[src/rtl/rtg4_ccc_reset_sequencer.sv]
// rtl/rtg4_ccc_reset_sequencer.sv - CCC lock qualifier and two-stage fabric/core reset release
//
// Runs on the CCC GL0 clock. Synchronises the asynchronous PLL_LOCK and requires it
// to stay high for LOCK_STABLE_CYCLES before releasing FABRIC_RESET_N. It then
// releases CORE_RESET_N CORE_DELAY_CYCLES later. Loss of lock after fabric release
// pulls both resets low, pulses LOCK_LOST and bumps a saturating loss counter.
//
// Optional feature macro: RST_SEQ_SOFT_RESET_EN adds SOFT_RESET_REQ. A level request
// in RUN re-asserts CORE_RESET_N only, and re-releases it after the request drops.
//
// Ports:
//   CLK              in   fabric clock (CCC GL0)
//   RESETN           in   asynchronous active-low reset
//   PLL_LOCK         in   CCC LOCK, asynchronous to CLK
//   SOFT_RESET_REQ   in   core-only reset request (RST_SEQ_SOFT_RESET_EN builds only)
//   FABRIC_RESET_N   out  active-low reset for interconnect and peripherals
//   CORE_RESET_N     out  active-low reset for the processor core
//   LOCK_LOST        out  one-cycle pulse per lock loss after fabric release
//   LOCK_LOSS_COUNT  out  saturating lock-loss count

module rtg4_ccc_reset_sequencer #(
    parameter int SYNC_STAGES        = 2,
    parameter int LOCK_STABLE_CYCLES = 1024,
    parameter int CORE_DELAY_CYCLES  = 16,
    parameter int LOSS_CNT_WIDTH     = 8
) (
    input  logic                      CLK,
    input  logic                      RESETN,
    input  logic                      PLL_LOCK,
`ifdef RST_SEQ_SOFT_RESET_EN
    input  logic                      SOFT_RESET_REQ,
`endif
    output logic                      FABRIC_RESET_N,
    output logic                      CORE_RESET_N,
    output logic                      LOCK_LOST,
    output logic [LOSS_CNT_WIDTH-1:0] LOCK_LOSS_COUNT
);

    localparam int MAX_CYCLES = (LOCK_STABLE_CYCLES > CORE_DELAY_CYCLES) ?
                                LOCK_STABLE_CYCLES : CORE_DELAY_CYCLES;
    localparam int CNT_W      = $clog2(MAX_CYCLES + 1);

    localparam logic [CNT_W-1:0] STABLE_TGT = CNT_W'(LOCK_STABLE_CYCLES);
    localparam logic [CNT_W-1:0] CORE_TGT   = CNT_W'(CORE_DELAY_CYCLES - 1);

    typedef enum logic [1:0] {
        WAIT_LOCK  = 2'd0,
        STABLE     = 2'd1,
        FABRIC_REL = 2'd2,
        RUN        = 2'd3
    } state_t;

    state_t                    state_q, state_d;
    logic [CNT_W-1:0]          cnt_q, cnt_d;
    logic [SYNC_STAGES-1:0]    sync_q;
    logic                      lock_s;
    logic                      lost_d;
    logic                      soft_req;
    logic                      soft_pend_q, soft_pend_d;
    logic                      fabric_d, core_d;
    logic [LOSS_CNT_WIDTH-1:0] loss_cnt_d;

`ifdef RST_SEQ_SOFT_RESET_EN
    assign soft_req = SOFT_RESET_REQ;
`else
    assign soft_req = 1'b0;
`endif

    assign lock_s = sync_q[SYNC_STAGES-1];

    // State register; outputs are registered so the reset tree never sees decode glitches.
    always_ff @(posedge CLK or negedge RESETN) begin
        if (!RESETN) begin
            sync_q          <= '0;
            state_q         <= WAIT_LOCK;
            cnt_q           <= '0;
            soft_pend_q     <= 1'b0;
            FABRIC_RESET_N  <= 1'b0;
            CORE_RESET_N    <= 1'b0;
            LOCK_LOST       <= 1'b0;
            LOCK_LOSS_COUNT <= '0;
        end else begin
            sync_q          <= {sync_q[SYNC_STAGES-2:0], PLL_LOCK};
            state_q         <= state_d;
            cnt_q           <= cnt_d;
            soft_pend_q     <= soft_pend_d;
            FABRIC_RESET_N  <= fabric_d;
            CORE_RESET_N    <= core_d;
            LOCK_LOST       <= lost_d;
            LOCK_LOSS_COUNT <= loss_cnt_d;
        end
    end

    // Next-state and counter logic.
    always_comb begin
        state_d     = state_q;
        cnt_d       = cnt_q;
        lost_d      = 1'b0;
        soft_pend_d = 1'b0;
        case (state_q)
            WAIT_LOCK: begin
                if (lock_s) begin
                    state_d = STABLE;
                    // The entry cycle already counts as one stable cycle.
                    cnt_d   = CNT_W'(1);
                end
            end
            STABLE: begin
                if (!lock_s) begin
                    state_d = WAIT_LOCK;
                    cnt_d   = '0;
                end else if (cnt_q == STABLE_TGT) begin
                    state_d = FABRIC_REL;
                    cnt_d   = '0;
                end else begin
                    cnt_d = cnt_q + CNT_W'(1);
                end
            end
            FABRIC_REL: begin
                if (!lock_s) begin
                    state_d = WAIT_LOCK;
                    cnt_d   = '0;
                    lost_d  = 1'b1;
                end else if (soft_req || soft_pend_q) begin
                    // Hold the delay at zero while the request is high and for the
                    // edge that first samples it low, so the core delay restarts from
                    // that edge exactly like a fresh fabric release.
                    cnt_d       = '0;
                    soft_pend_d = soft_req;
                end else if (cnt_q == CORE_TGT) begin
                    state_d = RUN;
                    cnt_d   = '0;
                end else begin
                    cnt_d = cnt_q + CNT_W'(1);
                end
            end
            RUN: begin
                if (!lock_s) begin
                    state_d = WAIT_LOCK;
                    cnt_d   = '0;
                    lost_d  = 1'b1;
                end else if (soft_req) begin
                    state_d     = FABRIC_REL;
                    cnt_d       = '0;
                    soft_pend_d = 1'b1;
                end
            end
            default: begin
                state_d = WAIT_LOCK;
                cnt_d   = '0;
            end
        endcase
    end

    // Output decode from the next state, so resets move on the transition edge.
    always_comb begin
        fabric_d   = (state_d == FABRIC_REL) || (state_d == RUN);
        core_d     = (state_d == RUN);
        loss_cnt_d = LOCK_LOSS_COUNT;
        if (lost_d && !(&LOCK_LOSS_COUNT)) begin
            loss_cnt_d = LOCK_LOSS_COUNT + LOSS_CNT_WIDTH'(1);
        end
    end

endmodule

[config.mk]
export PLATFORM = sky130hd
export DESIGN_NAME = rtg4_ccc_reset_sequencer
export DESIGN_NICKNAME = d
export VERILOG_FILES = /design/src/rtl/rtg4_ccc_reset_sequencer.sv
export SDC_FILE = /design/constraint.sdc
export NUM_CORES = 1
export LEC_CHECK = 0
export CAP_MARGIN = 40
export CORE_UTILIZATION = 30
export DETAILED_ROUTE_END_ITERATION = 8
export PLACE_DENSITY = 0.55
export SETUP_SLACK_MARGIN = 0.1
export SYNTH_ARGS = -nofsm -noshare
export SYNTH_HDL_FRONTEND = slang
export SYNTH_SLANG_ARGS = --single-unit
[constraint.sdc]
create_clock -name CLK -period 1.8 [get_ports CLK]
set_input_delay 0.27 -clock CLK [delete_from_list [all_inputs] [get_ports CLK]]
set_output_delay 0.27 -clock CLK [all_outputs]
set_load 0.005 [all_outputs]
# ---- Word level (Yosys, flattened, before mapping)
# Index checks and enable logic that the tools add are counted.
dict set report classes {
  n_reduce_logical 7
  n_eq_ne 9
  add_sub_neg 2
  mux 16
}
# cell count
set op_table {}
lappend op_table {{$mux 11} 6}
lappend op_table {{$pmux 11 s4} 1}
lappend op_table {{$mux 2} 6}
lappend op_table {{$add 11x1->11 const B} 1}
lappend op_table {{$eq 11x11->1 const B} 1}
lappend op_table {{$eq 11x4->1 const B} 1}
lappend op_table {{$add 8x1->8 const B} 1}
lappend op_table {{$eq 2x2->1 const B} 4}
lappend op_table {{$pmux 2 s4} 1}
lappend op_table {{$reduce_and 8->1} 1}
lappend op_table {{$ne 2x2->1 const B} 2}
lappend op_table {{$eq 2x1->1 const B} 1}
lappend op_table {{$logic_not 2->1} 1}
lappend op_table {{$mux 1} 2}
lappend op_table {{$reduce_and 2->1} 1}
lappend op_table {{$reduce_or 2->1} 1}
lappend op_table {{$logic_and 1x1->1} 1}
lappend op_table {{$logic_not 1->1} 1}
lappend op_table {{$logic_or 1x1->1} 1}
dict set report word_totals {
  reg_bits 26
  word_cells 41
  inputBits 3
  out_inout_bits 11
}

# ---- Logic depth before layout (Yosys ltp)
# Gate-level depths: netlist of the first run.
dict set report logic_depth {
  depth_word 6
  ltp_mapped 6
}

# ---- Worst setup path before layout of the first run
# Ideal clock, no wire load.
dict set report synth_timing {
  kind {reg-to-reg}
  from {register cnt_q[0]}
  to {register cnt_q[2]}
  synth_period_minus_slack_ps 1663
  arrival_ps 1559
  stages_incl_launch_ff 6
  path_buffers 0
  path_slack_ps 137
  cell_sequence {dfrtp_1 -> ha_1 -> and4b_1 -> a31oi_2 -> o21ai_2 -> o311ai_1}
}
dict set report synth_via {
  elab_chain_cells 4
  elab_cells_between_ends 8
  cone_classes {1 x add/sub; 2 x eq/ne; 5 x mux}
}
# item line_no
set synth_rtl {}
lappend synth_rtl {{start: declaration} 54} ;# logic [CNT_W-1:0] cnt_q, cnt_d;
lappend synth_rtl {{start signal: assignment} 85} ;# cnt_q <= cnt_d;
lappend synth_rtl {{$add 11x1->11, or another cell as far along} {116, 134}}
lappend synth_rtl {{$mux 11 (on tied branches)} {130, 112}}
lappend synth_rtl {{$mux 11 (on tied branches)} {120, 109}}
lappend synth_rtl {{$pmux 11 s4 *} 100} ;# case (state_q)
# Mark *: on every way between the ends. The rest lies on a longest branch, timed or not.
# A chain may end at the register's enable or synchronous reset.

# ---- Worst setup path after layout of the first run
dict set report layout_timing {
  from {register cnt_q[1]}
  to {register cnt_q[7]}
}
# Same word-level chain as after synthesis.

==> key figures, run 1 <==
Run status
  – Outcome: finished, final reports clean

Routing
  – DR WL/cell: 14.2 um
  – Router iterations before antenna repair: 4
  – Initial drt markers: 96
  – Avg Vias per Cell: 5.14
  – Via total after detailed routing: 1,173
  – Post-route ant nets: 0
  – Number of remaining DRC errors: 0
  – Routed wire length: 3.23 mm

Clock tree
  – CTS Buffer Depth: 2
  – CTS Buf Count: 3
  – CTS H-tree depth: 1
  – Sink Count: 25
  – CTS tree: yes
  – Hold_buf cts: 0
  – Worst skew pair latency: 0.27 ns
  – Reg clk slew, reported paths: 0.10 ns
  – CTS Root Cell: clkbuf_8

Critical path
  – Crit-path max FO: 7
  – Crit path max-delay family: compound AO/OA/AOI/OAI gates
  – Crit start category: flip-flop
  – Nature of the critical path endpoint: flip-flop
  – Largest stage delay on the critical path: 0.43 ns
  – Crit path buf inv count: 2
  – CP Cell Sequence: inv_1 > ha_1 > nor4bb_4 > a31oi_4 > buf_6 > o211ai_1 > a22oi_1
  – Slowest CP cell: dfrtp_1
  – Worst reg2reg startpoint: cnt_q[1]$_DFFE_PN0P_
  – Worst Setup SP: cnt_q[1]$_DFFE_PN0P_
  – CP Data Required Time: 1.95 ns
  – Setup Crit Path Kind: reg -> reg
  – Worst EP arrival: 1.88 ns
  – Reg2reg setup slack: 0.07 ns

Layout
  – Share of cells above drive strength 1: 19.9%
  – Register area: 626 sq um
  – # diodes: 0
  – Fin nets: 183
  – Fillers: 449
  – Multi-input logic area: 748 sq um
  – Most frequent cells in the layout: 25 x dfrtp_1, 25 x nand2_1, 17 x buf_4, 13 x clkdlybuf4s50_1, 10 x nor2_1
  – Post-route cell area: 1810 sq um
  – Synth-to-Final Area Change: 33.3%

Power and ir drop
  – Register share of total power: 57.0%
  – P_int: 0.000773 W
  – Switching share of power: 24.3%
  – Worst VDD drop: 0.327 mV
  – NetSw: 0.000248 W
  – Total power: 0.00102 W
  – Leak: 0.770 nW
  – Clock Power Share: 34.4%
  – PwrDens: 565 nW/um^2
  – Logic pwr share: 8.6%

Synthesis
  – Distinct cells, synth: 37
  – Post-synth EDFFs: 0
  – Cells after Synth: 142
  – Ys flop type: dfrtp_1
  – Post-synthesis sequential area ratio: 46.2%
  – Syn Area/Cell: 9.54 sq um
  – Cell Area, Synth: 1360 sq um
  – Synthesized net count: 148
  – Synthesis-stage register bit count: 25
  – Ys Warns: 0
  – Asr flop ratio synth: 100%

Hold path
  – Worst Hold Class: in -> async

GRT
  – First-pass GRT wire length: 5.22 mm
  – GR Overflow Total: 0
  – Vias in the first global route: 1,119
  – Initial antenna violation count: 0
  – Largest net degree at the start of global routing: 26
  – Gr usage total: 13.4%

Floorplan
  – DIE WIDTH: 69.2 um
  – Row Count: 24
  – I/O Pins: 14
  – Die Y: 69.2 um
  – Starting Density: 31.1%
  – Core region area: 4350 sq um
  – Total die area: 4790 sq um

Placement
  – DP HPWL: 2.27 mm
  – Port Buffers: 13
  – Post-DP Area: 1670 sq um
  – GPL Wtd Cong: 0.778

Timing
  – Final Cycle Share: 96.1%
  – Max-slew violations: 0
  – Setup TNS: 0 ns
  – Max Clk Rate: 578 MHz
  – Setup Viol. Count Final: 0
  – Final min period: 1.73 ns
  – Final-report hold violation count: 0
  – Unrepaired setup endpoints after global routing: yes
  – Skew final: 0.00459 ns
  – Worst slew pin tran: 0.377 ns
  – Worst slew margin: 74.7%

Run
  – Max-cap violation count: 0
## power groups by stage
stage               registers [W]  clock network (W)  logic (W)
CTS                      0.000582           0.000367  0.0000758
finish                   0.000582           0.000351  0.0000877
global route             0.000584           0.000382  0.0000959
global placement         0.000592                  0  0.0000715
detailed placement       0.000593                  0  0.0000708
floorplan                0.000590                  0  0.0000344
## per-stage QoR
| stage | instances | hold slack (ns) | utilization [%] | setup slack, ns |
|---|---|---|---|---|
| after floorplan | 142 | -0.0256 | - | 0.137 |
| after global placement | 221 | 0.339 | 38.3 | 0.0616 |
| after detailed placement | 221 | 0.337 | 38.3 | 0.0557 |
| after CTS | 225 | 0.361 | 40.1 | 0.0863 |
| after global routing | 228 | 0.378 | 41.5 | -0.00993 |
| final | 228 | 0.347 | 41.5 | 0.0697 |
## per-layer routing
metal	track usage [%]	wire [um]	up-vias
met3	1.16	95	4
met1	18.0	1500	558
met5	0	0	-
met4	4.76	42	0
met2	22.3	1590	29
li1	-	-	582
## cell families after synthesis
group / Yosys count / synth area share [%]
AND/OR/NAND/NOR: 63 / 23.6
AO/OA/AOI/OAI: 32 / 18.8
flip-flops: 25 / 46.2
XOR/XNOR: 9 / 5.82
buffers and inverters: 10 / 2.77
adder cells (fa/ha/maj): 3 / 2.77
## synth_stat cells, drive strengths merged (2+ instances only)
master / n / area [sq um]
o21ai: 6 / 33.8
o211ai: 3 / 22.5
xnor2: 4 / 35.0
o221ai: 5 / 43.8
nor4: 2 / 27.5
a31oi: 3 / 31.3
nor3: 6 / 30.0
inv: 7 / 26.3
nand3: 7 / 35.0
dfrtp: 25 / 626
nand4: 3 / 18.8
nand2: 25 / 93.8
clkbuf: 3 / 11.3
nor2: 10 / 37.5
xor2: 5 / 43.8
and3: 2 / 12.5
nand2b: 3 / 18.8
o2111ai: 2 / 17.5
o21a: 4 / 30.0
ha: 3 / 37.5
## flip-flops by register name (all words and copies together) (netlist names)
register / flops
state_q: 1
CORE_RESET_N: 1
sync_q: 2
cnt_q: 11
FABRIC_RESET_N: 1
LOCK_LOSS_COUNT: 8
LOCK_LOST: 1
## cell type report
type                    instances  share of cell area, %
clock buffers                   3                   2.29
clock inverters                 1                  0.485
inverters                       7                   1.45
multi-input cells             107                   41.4
flip-flops and latches         25                   34.6
well taps                      52                   3.60
repair buffers                 33                   16.1
## timing repair
| item | in CTS | in global routing |
|---|---|---|
| endpoints found under the hold margin | 0 | 0 |
| pin swaps | 1 | 6 |
| cloned | 0 | 0 |
| setup endpoints to repair | 6 | 11 |
| gates resized for setup | 6 | 6 |
| buffers inserted | 0 | 3 |
## path summary, 6_finish.rpt
path | endpoint | cells past startpoint
min in group CLK | sync_q[1]$_DFF_PN0_ | 0
max in group asynchronous | LOCK_LOSS_COUNT[5]$_DFFE_PN0P_ | 2
max reg2reg | cnt_q[7]$_DFFE_PN0P_ | 7
max | cnt_q[7]$_DFFE_PN0P_ | 7
min reg2reg | sync_q[1]$_DFF_PN0_ | 0
min | cnt_q[3]$_DFFE_PN0P_ | 2
Note: power is estimated with default switching activity, not from simulation.
==> run 2, diff against run 1 <==
--- a/config.mk
+++ b/config.mk
@@ -5,7 +5,7 @@
 export SDC_FILE = /design/constraint.sdc
 export NUM_CORES = 1
 export LEC_CHECK = 0
-export CAP_MARGIN = 40
+export CAP_MARGIN = 20
 export CORE_UTILIZATION = 30
 export DETAILED_ROUTE_END_ITERATION = 8
 export PLACE_DENSITY = 0.55
==> results of run 2 <==
Same layout as run 1: the final DEF is identical, and so are final timing and power.
==> run 3, diff against run 2 <==
--- a/config.mk
+++ b/config.mk
@@ -5,10 +5,10 @@
 export SDC_FILE = /design/constraint.sdc
 export NUM_CORES = 1
 export LEC_CHECK = 0
-export CAP_MARGIN = 20
-export CORE_UTILIZATION = 30
+export CAP_MARGIN = 30
+export CORE_UTILIZATION = 55
 export DETAILED_ROUTE_END_ITERATION = 8
-export PLACE_DENSITY = 0.55
+export PLACE_DENSITY = 0.85
 export SETUP_SLACK_MARGIN = 0.1
 export SYNTH_ARGS = -nofsm -noshare
 export SYNTH_HDL_FRONTEND = slang
==> key figures, run 3 (synthesized netlist as in run 1, its figures left out) <==
Run status
  – Outcome: finished, final reports clean

Routing
  – DR WL/cell: 17.9 um
  – Routed wire length: 3.61 mm
  – Avg Vias per Cell: 6.40
  – Via total after detailed routing: 1,293
  – Number of remaining DRC errors: 0
  – Initial drt markers: 58
  – Post-route ant nets: 0
  – Router iterations before antenna repair: 4

Floorplan
  – Die Y: 51.6 um
  – Core region area: 2280 sq um
  – DIE WIDTH: 51.6 um
  – Total die area: 2670 sq um
  – Starting Density: 59.5%
  – I/O Pins: 14
  – Row Count: 17

Timing
  – Unrepaired setup endpoints after global routing: yes
  – Skew final: 0.0125 ns
  – Final min period: 1.73 ns
  – Worst slew margin: 73.1%
  – Worst slew pin tran: 0.401 ns
  – Setup Viol. Count Final: 0
  – Max-slew violations: 0
  – Final-report hold violation count: 0
  – Final Cycle Share: 96.1%
  – Max Clk Rate: 578 MHz
  – Setup TNS: 0 ns

Layout
  – Largest regs: cnt_q: 11 flops, LOCK_LOSS_COUNT: 8 flops, sync_q: 2 flops
  – Synth-to-Final Area Change: 27.5%
  – Share of cells above drive strength 1: 19.0%
  – Post-layout util: 75.9%
  – Fillers: 138
  – Most frequent cells in the layout: 25 x dfrtp_1, 25 x nand2_1, 16 x buf_4, 13 x clkdlybuf4s50_1, 8 x nor2_1
  – Multi-input logic area: 749 sq um
  – Fin nets: 181
  – Register area: 626 sq um
  – # diodes: 0
  – Largest register FFs: 11
  – Post-route cell area: 1730 sq um
  – Largest Register: cnt_q

Critical path
  – Slowest CP cell: dfrtp_1
  – Setup Crit Path Kind: reg -> reg
  – Crit start category: flip-flop
  – Crit-path max FO: 3
  – CP Cell Sequence: inv_1 > ha_1 > nor4bb_4 > buf_4 > nand3_2 > a2111oi_2 > a311oi_1
  – CP Data Required Time: 2.02 ns
  – Crit path buf inv count: 2
  – Worst EP arrival: 1.95 ns
  – Largest stage delay on the critical path: 0.44 ns
  – Crit path max-delay family: flip-flops
  – Nature of the critical path endpoint: flip-flop

Clock tree
  – Reg clk slew, reported paths: 0.15 ns
  – CTS tree: yes
  – CTS Root Cell: clkbuf_4
  – CTS Buffer Depth: 2
  – Sink Count: 25
  – CTS H-tree depth: 1
  – Hold_buf cts: 0
  – CTS Buf Count: 3
  – Worst skew pair latency: 0.33 ns

Placement
  – DP HPWL: 2.22 mm
  – GPL Wtd Cong: 0.901
  – Post-DP Area: 1590 sq um
  – Port Buffers: 13

Run
  – Max-cap violation count: 0

Power and ir drop
  – Worst VDD drop: 0.420 mV
  – Leak: 0.744 nW
  – PwrDens: 544 nW/um^2

GRT
  – GR Overflow Total: 0
  – Vias in the first global route: 1,090
  – Gr usage total: 27.0%
  – Initial antenna violation count: 0
  – Largest net degree at the start of global routing: 26
  – First-pass GRT wire length: 5.15 mm

Hold path
  – Worst Hold Class: in -> async
run 3: worst paths after layout:
check                      cells after the start  slack [ns]                        endpoint                  from
setup reg to reg                               7        0.07            cnt_q[0]$_DFFE_PN0P_  cnt_q[0]$_DFFE_PN0P_
setup / recovery                               7        0.07            cnt_q[0]$_DFFE_PN0P_  cnt_q[0]$_DFFE_PN0P_
min in group CLK                               1        0.35             sync_q[0]$_DFF_PN0_              PLL_LOCK
hold reg to reg                                0        0.38             sync_q[1]$_DFF_PN0_   sync_q[0]$_DFF_PN0_
max in group asynchronous                      2        1.27            cnt_q[4]$_DFFE_PN0P_                RESETN
hold / removal                                 2        0.28  LOCK_LOSS_COUNT[5]$_DFFE_PN0P_                RESETN
run 3: what timing repair did:
item / in CTS / in global routing
gates cloned: 0 / 1
endpoints found under the hold margin: 0 / 0
buffers inserted: 1 / 5
gates resized for setup: 5 / 5
endpoints found under the setup margin: 6 / 11
pin swaps: 0 / 3
run 3: per-stage QoR:
stage                     instances  setup WS (ns)  hold WS (ns)  total power, W
after floorplan                 142          0.137       -0.0256        0.000625
after global placement          191         0.0820         0.333        0.000658
after detailed placement        191         0.0122         0.347        0.000661
after CTS                       196          0.119         0.288        0.000934
after global routing            202         0.0272         0.315        0.000977
final                           202         0.0709         0.281        0.000941
run 3: power breakdown:
part | switching (W) | internal (W)
Clock | 0.000180 | 0.0000851
Combinational | 0.0000502 | 0.0000418
Sequential | 0.0000125 | 0.000571
Total | 0.000243 | 0.000698
run 3: layout make-up:
cell class                      instances  area share (%)
Clock buffer                            3            1.30
Multi-Input combinational cell        108            43.4
Inverter                                7            1.52
Timing Repair Buffer                   30            15.1
Clock inverter                          1           0.434
Tap cell                               28            2.03
Sequential cell                        25            36.2
run 3: per-layer routing:
layer  up-vias  global-route usage (%)  part of all wire [%]
met5         -                       0                     0
met4         0                    8.11                   2.9
met3        16                    3.51                   7.8
met2        72                    42.6                    49
met1       624                    38.6                    41
li1        581                       -                     -
